<file path="config.mk">
export PLATFORM = sky130hd
export DESIGN_NAME = stream_frame_receptor
export DESIGN_NICKNAME = d
export VERILOG_FILES = /design/src/rtl/stream_frame_receptor.sv
export SDC_FILE = /design/constraint.sdc
export NUM_CORES = 1
export LEC_CHECK = 0
export BUFFER_PORTS_ARGS = -buffer_cell sky130_fd_sc_hd__buf_2
export CAP_MARGIN = 30
export CORE_MARGIN = 2
export CORE_UTILIZATION = 45
export CTS_CLUSTER_DIAMETER = 30
export DETAILED_ROUTE_END_ITERATION = 16
export PLACE_DENSITY_LB_ADDON = 0.05
export SYNTH_ARGS = -nofsm -noshare
export SYNTH_HDL_FRONTEND = slang
export SYNTH_SLANG_ARGS = --single-unit
</file>
<file path="constraint.sdc">
create_clock -name clk -period 4.7 [get_ports clk]
set_input_delay 0.47 -clock clk [delete_from_list [all_inputs] [get_ports clk]]
set_output_delay 0.47 -clock clk [all_outputs]
set_load 0.1 [all_outputs]
</file>
<file path="src/rtl/stream_frame_receptor.sv">
// AXI-Stream frame sink: per-frame byte checksum/length, inter-frame gap throttling, byte-wide CSRs.
// Define FRAME_RECEPTOR_MAXLEN_EN to add the MAX_LEN truncation register at CSR 11..12.
module stream_frame_receptor #(
  parameter int DATA_W  = 16,
  parameter int CNT_W   = 16,
  parameter int CKSUM_W = 32
)(
  input  logic                clk,
  input  logic                reset,
  input  logic [7:0]          writedata,
  input  logic                write,
  input  logic                chipselect,
  input  logic [7:0]          address,
  input  logic                read,
  output logic [7:0]          readdata,
  input  logic [DATA_W-1:0]   ingress_port_tdata,
  input  logic [DATA_W/8-1:0] ingress_port_tkeep,
  input  logic                ingress_port_tvalid,
  output logic                ingress_port_tready,
  input  logic                ingress_port_tlast
);
  localparam int NB = DATA_W / 8;

  typedef enum logic [1:0] {S_IDLE, S_RECV, S_WAIT} state_t;
  state_t state;

  logic [7:0]         ifg, gap, rd_byte;
  logic               ctrl_en, len_ovf, too_long;
  logic [CKSUM_W-1:0] cksum_run, last_cksum, beat_sum, cksum_nxt;
  logic [CNT_W-1:0]   len_run, last_len, frame_cnt, beat_len, len_nxt;
  logic [CNT_W:0]     len_sum;
  logic               accept, csr_wr, csr_rd, clear, beat_drop, ovf_nxt;
  logic [31:0]        cks_ext;
  logic [15:0]        len_ext, cnt_ext;

  // tready depends only on registered state, never on tvalid
  assign ingress_port_tready = ctrl_en && (state != S_WAIT);
  assign accept = ingress_port_tvalid && ingress_port_tready;
  assign csr_wr = chipselect && write;
  assign csr_rd = chipselect && read;
  assign clear  = csr_wr && (address == 8'd1) && writedata[1];

  always_comb begin
    beat_sum = '0;
    beat_len = '0;
    for (int i = 0; i < NB; i++) begin
      if (ingress_port_tkeep[i]) begin
        beat_sum = beat_sum + CKSUM_W'(ingress_port_tdata[8*i +: 8]);
        beat_len = beat_len + CNT_W'(1);
      end
    end
  end

  assign len_sum = {1'b0, len_run} + {1'b0, beat_len};

`ifdef FRAME_RECEPTOR_MAXLEN_EN
  logic [15:0] max_len;
  logic        trunc;
  // once a frame overruns MAX_LEN, every later beat of it is accepted but ignored
  assign beat_drop = trunc || ((max_len != 16'd0) && (32'(len_sum) > 32'(max_len)));
`else
  assign beat_drop = 1'b0;
`endif

  assign cksum_nxt = beat_drop ? cksum_run : cksum_run + beat_sum;
  assign len_nxt   = beat_drop ? len_run : (len_sum[CNT_W] ? '1 : len_sum[CNT_W-1:0]);
  assign ovf_nxt   = !beat_drop && len_sum[CNT_W];

  always_ff @(posedge clk) begin
    if (reset) begin
      state      <= S_IDLE;
      ifg        <= '0;
      gap        <= '0;
      ctrl_en    <= 1'b0;
      cksum_run  <= '0;
      last_cksum <= '0;
      len_run    <= '0;
      last_len   <= '0;
      frame_cnt  <= '0;
      len_ovf    <= 1'b0;
      too_long   <= 1'b0;
`ifdef FRAME_RECEPTOR_MAXLEN_EN
      max_len    <= '0;
      trunc      <= 1'b0;
`endif
    end else begin
      if (csr_wr) begin
        case (address)
          8'd0: ifg     <= writedata;
          8'd1: ctrl_en <= writedata[0];
`ifdef FRAME_RECEPTOR_MAXLEN_EN
          8'd11: max_len[7:0]  <= writedata;
          8'd12: max_len[15:8] <= writedata;
`endif
          default: ;
        endcase
      end

      case (state)
        S_IDLE, S_RECV: begin
          if (accept) begin
            if (ingress_port_tlast) begin
              state <= (ifg != 8'd0) ? S_WAIT : S_IDLE;
              gap   <= ifg;
            end else begin
              state <= S_RECV;
            end
          end
        end
        S_WAIT: begin
          if (gap <= 8'd1) state <= S_IDLE;
          else             gap   <= gap - 8'd1;
        end
        default: state <= S_IDLE;
      endcase

      if (accept) begin
        if (ingress_port_tlast) begin
          last_cksum <= cksum_nxt;
          last_len   <= len_nxt;
          cksum_run  <= '0;
          len_run    <= '0;
          frame_cnt  <= frame_cnt + CNT_W'(1);
`ifdef FRAME_RECEPTOR_MAXLEN_EN
          trunc      <= 1'b0;
`endif
        end else begin
          cksum_run  <= cksum_nxt;
          len_run    <= len_nxt;
`ifdef FRAME_RECEPTOR_MAXLEN_EN
          trunc      <= beat_drop;
`endif
        end
        if (ovf_nxt)   len_ovf  <= 1'b1;
        if (beat_drop) too_long <= 1'b1;
      end

      // clear has priority over a same-cycle frame count increment
      if (clear) begin
        frame_cnt <= '0;
        len_ovf   <= 1'b0;
        too_long  <= 1'b0;
      end
    end
  end

  assign cks_ext = 32'(last_cksum);
  assign len_ext = 16'(last_len);
  assign cnt_ext = 16'(frame_cnt);

  always_comb begin
    rd_byte = '0;
    case (address)
      8'd0:  rd_byte = ifg;
      8'd1:  rd_byte = {7'b0, ctrl_en};
      8'd2:  rd_byte = cks_ext[7:0];
      8'd3:  rd_byte = cks_ext[15:8];
      8'd4:  rd_byte = cks_ext[23:16];
      8'd5:  rd_byte = cks_ext[31:24];
      8'd6:  rd_byte = len_ext[7:0];
      8'd7:  rd_byte = len_ext[15:8];
      8'd8:  rd_byte = cnt_ext[7:0];
      8'd9:  rd_byte = cnt_ext[15:8];
      8'd10: rd_byte = {5'b0, too_long, len_ovf, state == S_RECV};
`ifdef FRAME_RECEPTOR_MAXLEN_EN
      8'd11: rd_byte = max_len[7:0];
      8'd12: rd_byte = max_len[15:8];
`endif
      default: rd_byte = '0;
    endcase
  end

  always_ff @(posedge clk) begin
    if (reset)       readdata <= '0;
    else if (csr_rd) readdata <= rd_byte;
    else             readdata <= '0;
  end
endmodule

</file>
; After elaboration in Yosys (flattened, before gate mapping)
; Index checks and enable logic that the tools add are counted.
[classes]
add_sub_neg = 6
bitwise = 1
n_mux = 17
n_eq_ne = 17
n_reduce_logical = 19
n_lt_le_gt_ge = 1
[ops]
columns = op, count
row1 = $pmux 8 s11, 1
row2 = $mux 32, 2
row3 = $mux 16, 3
row4 = $add 16x1->16 const B, 2
row5 = $add 32x32->32, 1
row6 = $add 32x8->32, 1
row7 = $eq 8x3->1 const B, 4
row8 = $mux 8, 4
row9 = $eq 8x4->1 const B, 3
row10 = $add 16x16->17, 1
row11 = $eq 8x2->1 const B, 2
row12 = $pmux 8 s2, 1
row13 = $ne 2x2->1 const B, 5
row14 = $reduce_and 2->1, 5
row15 = $eq 8x1->1 const B, 1
row16 = $le 8x1->1 const B, 1
row17 = $logic_not 8->1, 1
row18 = $mux 2, 4
row19 = $reduce_bool 8->1, 1
row20 = $sub 8x1->8 const B, 1
row21 = $logic_and 1x1->1, 6
row22 = $reduce_or 2->1, 3
row23 = $pmux 2 s2, 1
row24 = $reduce_and 4->1, 1
row25 = 6 further kinds, 6
[totals]
reg_bits = 140

; Depth between registers and ports, before layout
; Gate-level depths: netlist of run 1.
[logic_depth]
depth_word = 6
ltp_mapped = 18

; Least setup slack after synthesis of run 1
; No wires, ideal clock.
[synth_path]
kind = input port to flip-flop
startpoint = input ingress_port_tkeep[0]
endpoint = register cksum_run[19]
path_slack_ps = 370
path_buffers = 2
setup_time_ps = 74
arrival_ps = 4256
stages = 17
cell_sequence = clkbuf_1 > and2_1 > ha_1 > fa_1 > maj3_1 > a32oi_1 > o21bai_1 > a211oi_1 > o31ai_1 > ha_1 > a21oi_1 > o21a_1 > a21boi_1 > buf_2 > a211oi_1 > or3_1 > a31oi_1
[synth_between]
elab_chain_cells = 5
[synth_lines]
columns = item, line
row1 = "start, declared", 17  ; input logic [DATA_W/8-1:0] ingress_port_tkeep,
row2 = $mux 8 (*), 47  ; if (ingress_port_tkeep[i]) begin
row3 = $add 32x8->32, 48  ; beat_sum = beat_sum + CKSUM_W'(ingress_port_tdata[8*i +: 8]);
row4 = $mux 32 (*), 47
row5 = $add 32x32->32 (*), 65  ; assign cksum_nxt = beat_drop ? cksum_run : cksum_run + beat_sum;
row6 = $mux 32 (*), 118  ; if (ingress_port_tlast) begin
row7 = "end signal, assigned", 128  ; cksum_run <= cksum_nxt;
row8 = "end, declared", 29  ; logic [CKSUM_W-1:0] cksum_run, last_cksum, beat_sum, cksum_nxt;
; Mark *: on every way between the ends. The rest lies on a longest branch, timed or not.
; A chain may end at the register's enable or synchronous reset.

; Worst setup path in the final report of run 1
[layout_path]
startpoint = input ingress_port_tdata[0]
endpoint = register last_cksum[28], in the netlist cks_ext[28]
[layout_between]
elab_chain_cells = 4
[layout_lines]
columns = item, line
row1 = "start, declared", 16  ; input logic [DATA_W-1:0] ingress_port_tdata,
row2 = $mux 8 (*), 47
row3 = $add 32x8->32, 48
row4 = $mux 32 (*), 47
row5 = $add 32x32->32 (*), 65
row6 = "end signal, assigned", 119  ; last_cksum <= cksum_nxt;
row7 = "end, declared", 29
; Marks and branches as above.

==> results of run 1 <==
Yosys cell counts (8+ instances only):
cell | count | area [sq um]
dfxtp_1 | 140 | 2800
nor2_1 | 129 | 484
nand2_1 | 80 | 300
a21oi_1 | 79 | 395
clkbuf_1 | 60 | 225
xnor2_1 | 37 | 324
o21ai_0 | 34 | 170
inv_1 | 33 | 124
nor3_1 | 32 | 160
a211oi_1 | 28 | 210
nand3_1 | 26 | 130
mux2i_1 | 25 | 250
ha_1 | 21 | 263
a311oi_1 | 17 | 149
nand4_1 | 17 | 106
nand3b_1 | 16 | 120
a22oi_1 | 15 | 113
a31oi_1 | 15 | 93.8
or3_1 | 14 | 87.6
xor2_1 | 14 | 123
and2_1 | 12 | 75.1
o31ai_1 | 12 | 90.1
nand2b_1 | 11 | 68.8
nor2b_1 | 10 | 62.6
nor4_1 | 10 | 62.6
mux2_2 | 9 | 101
a221oi_1 | 8 | 70.1
and3_1 | 8 | 50.1
buf_2 | 8 | 40.0
critical path: stages:
cell	delay (ns)
buf_2	0.09
and2_1	0.15
ha_1	0.24
fa_1	0.46
maj3_1	0.37
a32oi_1	0.33
o21ai_0	0.19
o21ai_0	0.17
a21oi_1	0.09
ha_1	0.36
nand2_1	0.10
nor2_1	0.26
o21ai_1	0.12
buf_4	0.21
a2111oi_4	0.52
nand3_1	0.13
a311oi_1	0.28
layout make-up:
cell class / instances / area (sq um) / share of cell area, %
multi-input combinational: 780 / 5030 / 54.5
sequential: 140 / 2800 / 30.3
clock buffer: 20 / 457 / 4.94
timing repair buffer: 65 / 368 / 3.98
tap: 229 / 287 / 3.10
clock inverter: 11 / 168 / 1.81
inverter: 34 / 128 / 1.38
cell usage in the layout, fill, tap and decap left out, drive strengths merged, types with 33 or more instances in the layout:
| master | count |
|---|---|
| dfxtp | 140 |
| nor2 | 129 |
| nand2 | 80 |
| a21oi | 79 |
| buf | 65 |
| xnor2 | 37 |
| o21ai | 36 |
| a211oi | 35 |
| inv | 33 |
| nor3 | 33 |
cells by family after synthesis:
kind of cell               count (synthesis)  synth area share (%)
AOI/OAI and AO/OA                        281                  23.8
xor gates and xnor gates                  51                  5.42
adders and majority gates                 25                  4.04
buffers and inverters                    107                  5.08
DFF                                      140                  34.0
muxes                                     35                  4.54
and+or+nand+nor                          388                  23.2
worst max-delay path by stage:
stage                           from                          to  cells past startpoint
4_1_cts        ingress_port_tdata[0]    cks_ext[28]$_SDFFE_PP0P_                     17
3_5_place_dp   ingress_port_tdata[0]    cks_ext[28]$_SDFFE_PP0P_                     17
2_1_floorplan  ingress_port_tkeep[0]  cksum_run[19]$_SDFFE_PP0P_                     17
5_1_grt        ingress_port_tkeep[0]    cks_ext[28]$_SDFFE_PP0P_                     19
6_report       ingress_port_tdata[0]    cks_ext[28]$_SDFFE_PP0P_                     17
3_3_place_gp   ingress_port_tdata[0]    cks_ext[28]$_SDFFE_PP0P_                     17
metrics by stage:
| stage | total power [mW] | instances | util, % | hold slack [ns] |
|---|---|---|---|---|
| 6_report | 2.80 | 1279 | 51.5 | 0.267 |
| 5_1_grt | 2.89 | 1279 | 51.5 | 0.275 |
| 4_1_cts | 2.83 | 1279 | 51.5 | 0.259 |
| 3_5_place_dp | 1.39 | 1248 | 48.0 | 0.452 |
| 3_3_place_gp | 1.39 | 1248 | 48.0 | 0.440 |
| 2_1_floorplan | 1.33 | 1027 | - | 0.432 |
state kept, by name, indices dropped and copies added, names as in the netlist:
signal and flops:
len_ovf 1, ifg 8, gap 8, cnt_ext 16
last_len 16, state 2, len_run 16, cks_ext 32
ctrl_en 1, readdata 8, cksum_run 32
power breakdown:
part	switching, mW	internal, mW
clock	0.525	0.911
combinational	0.112	0.0662
sequential	0.000155	1.19
per-layer routing:
layer	global-route usage, %	up-vias	share of wire [%]
li1	-	3788	-
met1	33.9	3498	50
met2	36.2	179	44
met3	4.16	28	4.3
met4	9.20	0	1.8
met5	0	-	0
==> impl_metrics.py, run 1 <==
metrics = {
    "worst_hold_path": {
        "holdCritStartpoint": "writedata[2]",
        "min_path_cells": 3,
        "min_to": "ifg[2]$_SDFFE_PP0P_",
        "min_path_type": "in -> reg",
    },
    "synthesis": {
        "ys_async_sr_fraction_pct": 0,
        "synth_edf_count": 0,
        "synth-main-ff-cell": "dfxtp_1",
        "synth_fp_nets": 1092,
        "syn_area_sq_um": 8250,
        "syn-instance-count": 1027,
        "syn_avg_cell_area_sq_um": 8.03,
        "synth_seq_cells": 140,
        "yosysUniqueCellTypes": 74,
        "ys_seq_area_share_pct": 34.0,
        "yosys_warnings": 0,
    },
    "placement": {
        "gp_congestion": 0.827,
        "port_buffers": 49,
        "dp_slack_ns": 0.0784,
        "place_area_sq_um": 8620,
        "detailed_place_hpwl_um": 15900,
    },
    "sta": {
        "grt_setup_unrepaired": "false",
        "max_freq_ghz": 0.237,
        "slew_viol_final": 0,
        "finalHoldViolCount": 0,
        "clock_skew_ns": 0.0101,
        "fin_setup_tns_ns": 0,
        "setup_viol": 0,
        "period_share_pct": 89.7,
        "max_slew_margin_pct": 35.4,
        "layout_setup_ws_ns": 0.484,
        "worst_pin_slew_ns": 0.970,
        "fin_crit_ns": 4.22,
    },
    "die": {
        "die_x_um": 139,
        "start_util_pct": 45.9,
        "io_pins": 50,
        "die_y_um": 139,
        "core_area_sq_um": 18000,
        "placementRows": 49,
        "die-area_sq_um": 19400,
    },
    "layout": {
        "area_growth_pct": 12.1,
        "num_antenna_cells": 0,
        "fillers": 1797,
        "final_area_sq_um": 9240,
        "layout-drive-gt1-share_pct": 11.9,
        "fin_nets": 1103,
    },
    "setup_path": {
        "r2r_slack_ns": 1.71,
        "endpoint_kind": "register",
        "worstPathRequired_ns": 5.03,
        "crit_arrival_ns": 4.55,
        "timing.rr.end": "len_run[10]$_SDFFE_PP0P_",
        "path_class": "in -> reg",
        "start_kind": "primary input",
        "worst_r2r_startpoint": "len_run[0]$_SDFFE_PP0P_",
        "reg2regPathDepth": 11,
        "worstPathMaxFanout": 11,
    },
    "clock_tree": {
        "post_cts_resized": 0,
        "hold_buffers": 0,
        "tritoncts": "built",
        "cts_buffers": 17,
        "clock_path_buffers": 2,
        "clk_latency_ns": 0.43,
        "path_clk_slew_ns": 0.06,
        "root_buffer": "clkbuf_16",
        "post_cts_buffers": 0,
        "clock_sinks": 140,
        "htreeDepth": 4,
    },
    "global_routing": {
        "overflow": 0,
        "grt_pass1_vias": 6872,
        "track_usage_pct": 23.9,
        "antenna_found_initial": 0,
        "grt_pass1_wl_um": 37100,
        "grt_max_degree": 91,
    },
    "route": {
        "num_vias": 7493,
        "drt-pass1-iter-count": 5,
        "drc_errors": 0,
        "wl_per_cell_um": 18.0,
        "ant_nets": 0,
        "routed_wirelength_um": 23000,
        "drt_iter0_drc": 471,
        "via_per_inst": 5.86,
    },
    "power_and_ir_drop": {
        "p_leak_nw": 3.10,
        "ir_worst_vdd_mv": 0.274,
        "p_per_area_nw_per_um2": 303,
    },
    "run_status": {
        "status": "finished, final reports clean",
    },
    "job": {
        "drv_cap": 0,
    },
}
Note: power is estimated with default switching activity, not from simulation.
==> run 2, diff against run 1 <==
CORE_UTILIZATION = 62   (was 45)
RECOVER_POWER = 50   (was default)
==> run 2 against run 1 <==
- the flow now finishes with violations (capacitance limit, slew limit)
- combinational power is essentially flat
- register-to-register slack lost 0.91 ns
- power shrank 5.9%
- non-clock buffer count grew 2
- final cell count shrank 3.9%
- setup slack gained 0.027 ns
- maximum frequency grew 0.64%
- clock-buffer cell count grew 4
- via count grew 1.7%
- sequential share of layout area grew 0.59 points
- sequential power is essentially flat
- critical endpoint is now cks_ext[23]$_SDFFE_PP0P_
- largest cell class unchanged
==> impl_metrics.py, run 2 (synthesis results as in run 1) <==
metrics = {
    "setup_path": {
        "worstPathRequired_ns": 5.03,
        "startpoint": "ingress_port_tdata[0]",
        "worstPathMaxFanout": 10,
        "path_class": "in -> reg",
        "cp_cell_sequence": "buf_2 > and2_0 > ha_1 > fa_1 > maj3_1 > a32oi_1 > o21ai_0 > o21ai_0 > a21oi_1 > ha_1 > nand2_1 > nor2_1 > nand3_1 > a21o_1 > or4_1 > a311oi_1",
        "r2r_slack_ns": 0.80,
        "crit_arrival_ns": 4.52,
        "timing.rr.end": "cks_ext[15]$_SDFFE_PP0P_",
        "slowest_delay_ns": 0.46,
        "endpoint_kind": "register",
        "worst_r2r_startpoint": "state[0]$_SDFFE_PP0P_",
        "crit_path_top_delay_cell": "fa_1",
        "cp.depth": 16,
        "cp_num_buf_inv": 1,
        "cp-endpoint": "cks_ext[23]$_SDFFE_PP0P_",
        "start_kind": "primary input",
        "path_delay_family": "adder cells",
        "reg2regPathDepth": 7,
    },
    "clock_tree": {
        "path_clk_slew_ns": 0.06,
        "tritoncts": "built",
        "post_cts_buffers": 0,
        "post_cts_resized": 0,
        "clock_sinks": 140,
        "cts_buffers": 17,
        "htreeDepth": 4,
        "root_buffer": "clkbuf_16",
        "hold_buffers": 0,
        "clock_path_buffers": 2,
        "clk_latency_ns": 0.42,
    },
    "route": {
        "ant_nets": 0,
        "num_vias": 7620,
        "wl_per_cell_um": 17.5,
        "routed_wirelength_um": 21500,
        "drt-pass1-iter-count": 5,
        "via_per_inst": 6.20,
        "drt_iter0_drc": 653,
        "drc_errors": 0,
    },
    "run_status": {
        "status": "finished with violations",
        "violations": "capacitance limit, slew limit",
    },
    "global_routing": {
        "antenna_found_initial": 0,
        "met2_usage_pct": 48.0,
        "overflow": 0,
        "track_usage_pct": 30.9,
        "grt_pass1_wl_um": 35300,
        "grt-busiest-layer": "met2",
        "gr-usage-met1_pct": 43.1,
        "grt_pass1_vias": 6926,
        "grt_util_met3_pct": 5.56,
        "grt_max_degree": 57,
    },
    "layout": {
        "fin_cells": 1229,
        "multi_input_area_sq_um": 5000,
        "mostFrequentLayoutCell": "dfxtp_1",
        "layout_common_cells": "dfxtp_1 (140), nor2_1 (129), nand2_1 (80)",
        "layout-drive-gt1-share_pct": 10.1,
        "fin_nets": 1105,
        "fillers": 1143,
        "regArea_sq_um": 2800,
        "num_antenna_cells": 0,
        "area_growth_pct": 9.97,
    },
    "placement": {
        "detailed_place_hpwl_um": 14600,
        "port_buffers": 49,
        "dp_slack_ns": 0.126,
        "dp_cells": 1197,
        "gp_congestion": 0.914,
    },
    "sta": {
        "setup_viol": 0,
        "whs_ns": 0.280,
        "clock_skew_ns": 0.00727,
        "grt_setup_unrepaired": "false",
        "slew_viol_final": 35,
        "period_share_pct": 89.1,
        "fin_crit_ns": 4.19,
        "layout_setup_ws_ns": 0.511,
        "max_freq_ghz": 0.239,
        "fin_setup_tns_ns": 0,
        "worst_pin_slew_ns": 1.50,
        "finalHoldViolCount": 0,
        "max_slew_margin_pct": -0.215,
    },
    "die": {
        "die-area_sq_um": 14200,
        "die_x_um": 119,
        "start_util_pct": 62.8,
        "io_pins": 50,
        "die_y_um": 119,
        "placementRows": 42,
        "core_area_sq_um": 13100,
    },
    "power_and_ir_drop": {
        "p_leak_nw": 3.03,
        "power_mw": 2.64,
        "p_per_area_nw_per_um2": 291,
        "ir_worst_vdd_mv": 0.238,
    },
    "job": {
        "drv_cap": 1,
    },
    "worst_hold_path": {
        "min_path_type": "in -> reg",
        "holdCritStartpoint": "writedata[7]",
    },
}
run 2: worst min-delay path by stage:
stage / slack [ns] / to / cells after the start
2_1_floorplan: 0.43 / last_len[15]$_SDFFE_PP0P_ / 2
3_3_place_gp: 0.44 / last_len[15]$_SDFFE_PP0P_ / 2
3_5_place_dp: 0.45 / last_len[12]$_SDFFE_PP0P_ / 2
4_1_cts: 0.28 / ifg[7]$_SDFFE_PP0P_ / 3
5_1_grt: 0.28 / ifg[7]$_SDFFE_PP0P_ / 3
6_report: 0.28 / ifg[7]$_SDFFE_PP0P_ / 3
run 2: layout make-up:
cell class	count	share of cell area [%]
Multi-Input combinational cell	780	55.2
Sequential cell	140	30.9
Clock inverter	8	0.718
Clock buffer	24	5.42
Tap cell	176	2.43
Timing Repair Buffer	67	3.93
Inverter	34	1.41
run 2: tightest hold or removal path, stage by stage:
cell and delay [ns]:
buf_2 0.08, mux2i_1 0.05, nor2_1 0.07
run 2: power breakdown:
| group | switching [mW] | internal, mW | total (mW) |
|---|---|---|---|
| Combinational | 0.111 | 0.0664 | 0.177 |
| Sequential | 0.000151 | 1.19 | 1.19 |
| Clock | 0.495 | 0.777 | 1.27 |
| Total | 0.607 | 2.03 | 2.64 |
run 2: stage by stage:
step	util, %	area (sq um)
after detailed placement	65.2	8570
after global placement	65.2	8570
after global routing	69.0	9070
after floorplan	-	8250
after CTS	69.4	9120
final	69.0	9070
run 2: routing by layer:
| layer | part of all wire (%) | routed length (um) | vias to the layer above |
|---|---|---|---|
| met5 | 0 | 0 | - |
| met4 | 2.5 | 533 | 0 |
| met3 | 6.0 | 1300 | 43 |
| met2 | 45 | 9620 | 249 |
| met1 | 47 | 10000 | 3538 |
| li1 | - | - | 3790 |
==> run 3, diff against run 2 <==
BUFFER_PORTS_ARGS = default   (was -buffer_cell sky130_fd_sc_hd__buf_2)
CORE_UTILIZATION = 64   (was 62)
DONT_BUFFER_PORTS = 1   (was default)
==> run 3 against run 2 <==
- the flow now finishes without violations
- sequential power hardly changed
- clock skew is 0.0021 ns higher
- setup slack better by 0.091 ns
- via count is 0.41% higher
- critical path depth stayed put
- cell area is 2.6% lower
- final cell count is 4.8% lower
- non-clock buffer count is 54 lower
- flip-flop and latch count stayed put
- utilization is 0.93 points higher
- sequential share of layout area is 0.84 points higher
- clock power is 8% higher
- critical endpoint is now cks_ext[28]$_SDFFE_PP0P_
==> impl_metrics.py, run 3 (synthesis results as in run 1) <==
metrics = {
    "layout": {
        "layout-drive-gt1-share_pct": 6.11,
        "num_antenna_cells": 0,
        "fin_nets": 1051,
        "mostFrequentLayoutCell": "dfxtp_1",
        "fin_cells": 1170,
        "area_growth_pct": 7.06,
        "fillers": 1045,
        "layout_common_cells": "dfxtp_1 (140), nor2_1 (129), nand2_1 (80)",
    },
    "route": {
        "drt_iter0_drc": 756,
        "via_per_inst": 6.54,
        "routed_wirelength_um": 21800,
        "drt-pass1-iter-count": 5,
        "wl_per_cell_um": 18.6,
        "drc_errors": 0,
        "num_vias": 7651,
        "ant_nets": 0,
    },
    "sta": {
        "setup_viol": 0,
        "worst_pin_slew_ns": 1.40,
        "finalHoldViolCount": 0,
        "fin_crit_ns": 4.10,
        "max_freq_ghz": 0.244,
        "slew_viol_final": 0,
        "max_slew_margin_pct": 6.71,
        "period_share_pct": 87.2,
        "fin_setup_tns_ns": 0,
        "grt_setup_unrepaired": "false",
        "clock_skew_ns": 0.00932,
    },
    "placement": {
        "dp_cells": 1139,
        "detailed_place_hpwl_um": 14900,
        "gp_congestion": 0.932,
        "port_buffers": 0,
    },
    "setup_path": {
        "path_delay_family": "compound AO/OA/AOI/OAI gates",
        "crit_arrival_ns": 4.44,
        "cp_num_buf_inv": 1,
        "worstPathMaxFanout": 11,
        "worstPathRequired_ns": 5.04,
        "start_kind": "primary input",
        "path_class": "in -> reg",
        "endpoint_kind": "register",
        "crit_path_top_delay_cell": "a2111oi_4",
        "slowest_delay_ns": 0.53,
        "cp_cell_sequence": "and2_0 > ha_1 > fa_1 > maj3_1 > a32oi_1 > o21ai_0 > o21ai_0 > a21oi_1 > ha_1 > nand2_1 > nor2_1 > o21ai_1 > buf_4 > a2111oi_4 > nand3_1 > a311oi_1",
        "r2r_slack_ns": 0.72,
    },
    "clock_tree": {
        "clk_latency_ns": 0.43,
        "htreeDepth": 4,
        "tritoncts": "built",
        "hold_buffers": 0,
        "clock_path_buffers": 2,
        "path_clk_slew_ns": 0.06,
        "post_cts_resized": 0,
        "clock_sinks": 140,
        "post_cts_buffers": 0,
        "cts_buffers": 17,
        "root_buffer": "clkbuf_16",
    },
    "power_and_ir_drop": {
        "swShare_pct": 21.1,
        "p_per_area_nw_per_um2": 303,
        "seq_power_share_pct": 44.4,
        "p_comb_share_pct": 4.4,
        "power.share.clock_pct": 51.2,
        "p_leak_nw": 2.85,
        "p_switching_mw": 0.563,
        "cellInternalPower_mw": 2.11,
        "ir_worst_vdd_mv": 0.256,
    },
    "global_routing": {
        "overflow": 0,
        "grt_max_degree": 135,
        "antenna_found_initial": 0,
        "grt_pass1_wl_um": 35300,
        "track_usage_pct": 31.4,
        "grt_pass1_vias": 7095,
    },
    "job": {
        "drv_cap": 0,
    },
    "die": {
        "placementRows": 41,
        "core_area_sq_um": 12600,
        "io_pins": 50,
        "die_y_um": 118,
        "die-area_sq_um": 13800,
        "die_x_um": 118,
        "start_util_pct": 65.3,
    },
    "worst_hold_path": {
        "min_path_type": "in -> reg",
    },
    "run_status": {
        "status": "finished, final reports clean",
    },
}
==> run 3: worst paths after layout <==
| kind | startpoint | endpoint | depth (start not counted) |
|---|---|---|---|
| worst max-delay path | ingress_port_tdata[0] | cks_ext[28]$_SDFFE_PP0P_ | 16 |
| worst min-delay path | reset | ifg[1]$_SDFFE_PP0P_ | 1 |
| worst max register to register | state[0]$_SDFFE_PP0P_ | last_len[2]$_SDFFE_PP0P_ | 6 |
| worst min register to register | len_run[0]$_SDFFE_PP0P_ | len_run[0]$_SDFFE_PP0P_ | 2 |
==> run 3: through the flow <==
stage / setup slack, ns / total power [mW] / hold slack, ns / utilization, % / cell area, sq um
3_3_place_gp: 0.371 / 1.33 / 0.435 / 65.6 / 8270
6_report: 0.602 / 2.67 / 0.136 / 69.9 / 8830
5_1_grt: 0.318 / 2.75 / 0.115 / 69.9 / 8830
2_1_floorplan: 0.370 / 1.33 / 0.432 / - / 8250
3_5_place_dp: 0.199 / 1.33 / 0.447 / 65.6 / 8270
4_1_cts: 0.630 / 2.68 / 0.119 / 70.3 / 8870
==> run 3: cell type report <==
class,count,area (sq um),share of cell area [%]
repair buffers,13,83.8,0.950
clock buffers,24,482,5.46
inverters,34,128,1.45
multi-input cells,780,5000,56.7
flip-flops and latches,140,2800,31.8
clock inverters,7,113,1.28
well taps,172,215,2.44
==> run 3: power groups by stage <==
| stage | registers, mW | clock network (mW) | logic [mW] |
|---|---|---|---|
| after floorplan | 1.21 | 0 | 0.120 |
| after global placement | 1.21 | 0 | 0.113 |
| after detailed placement | 1.21 | 0 | 0.116 |
| after CTS | 1.19 | 1.37 | 0.116 |
| after global routing | 1.19 | 1.43 | 0.129 |
| final | 1.19 | 1.37 | 0.117 |
==> run 3: per-layer routing <==
metal / part of all wire [%] / global-route usage (%)
met3: 8.0 / 6.69
met2: 45 / 50.0
met4: 3.0 / 14.0
met1: 44 / 41.3
met5: 0 / 0
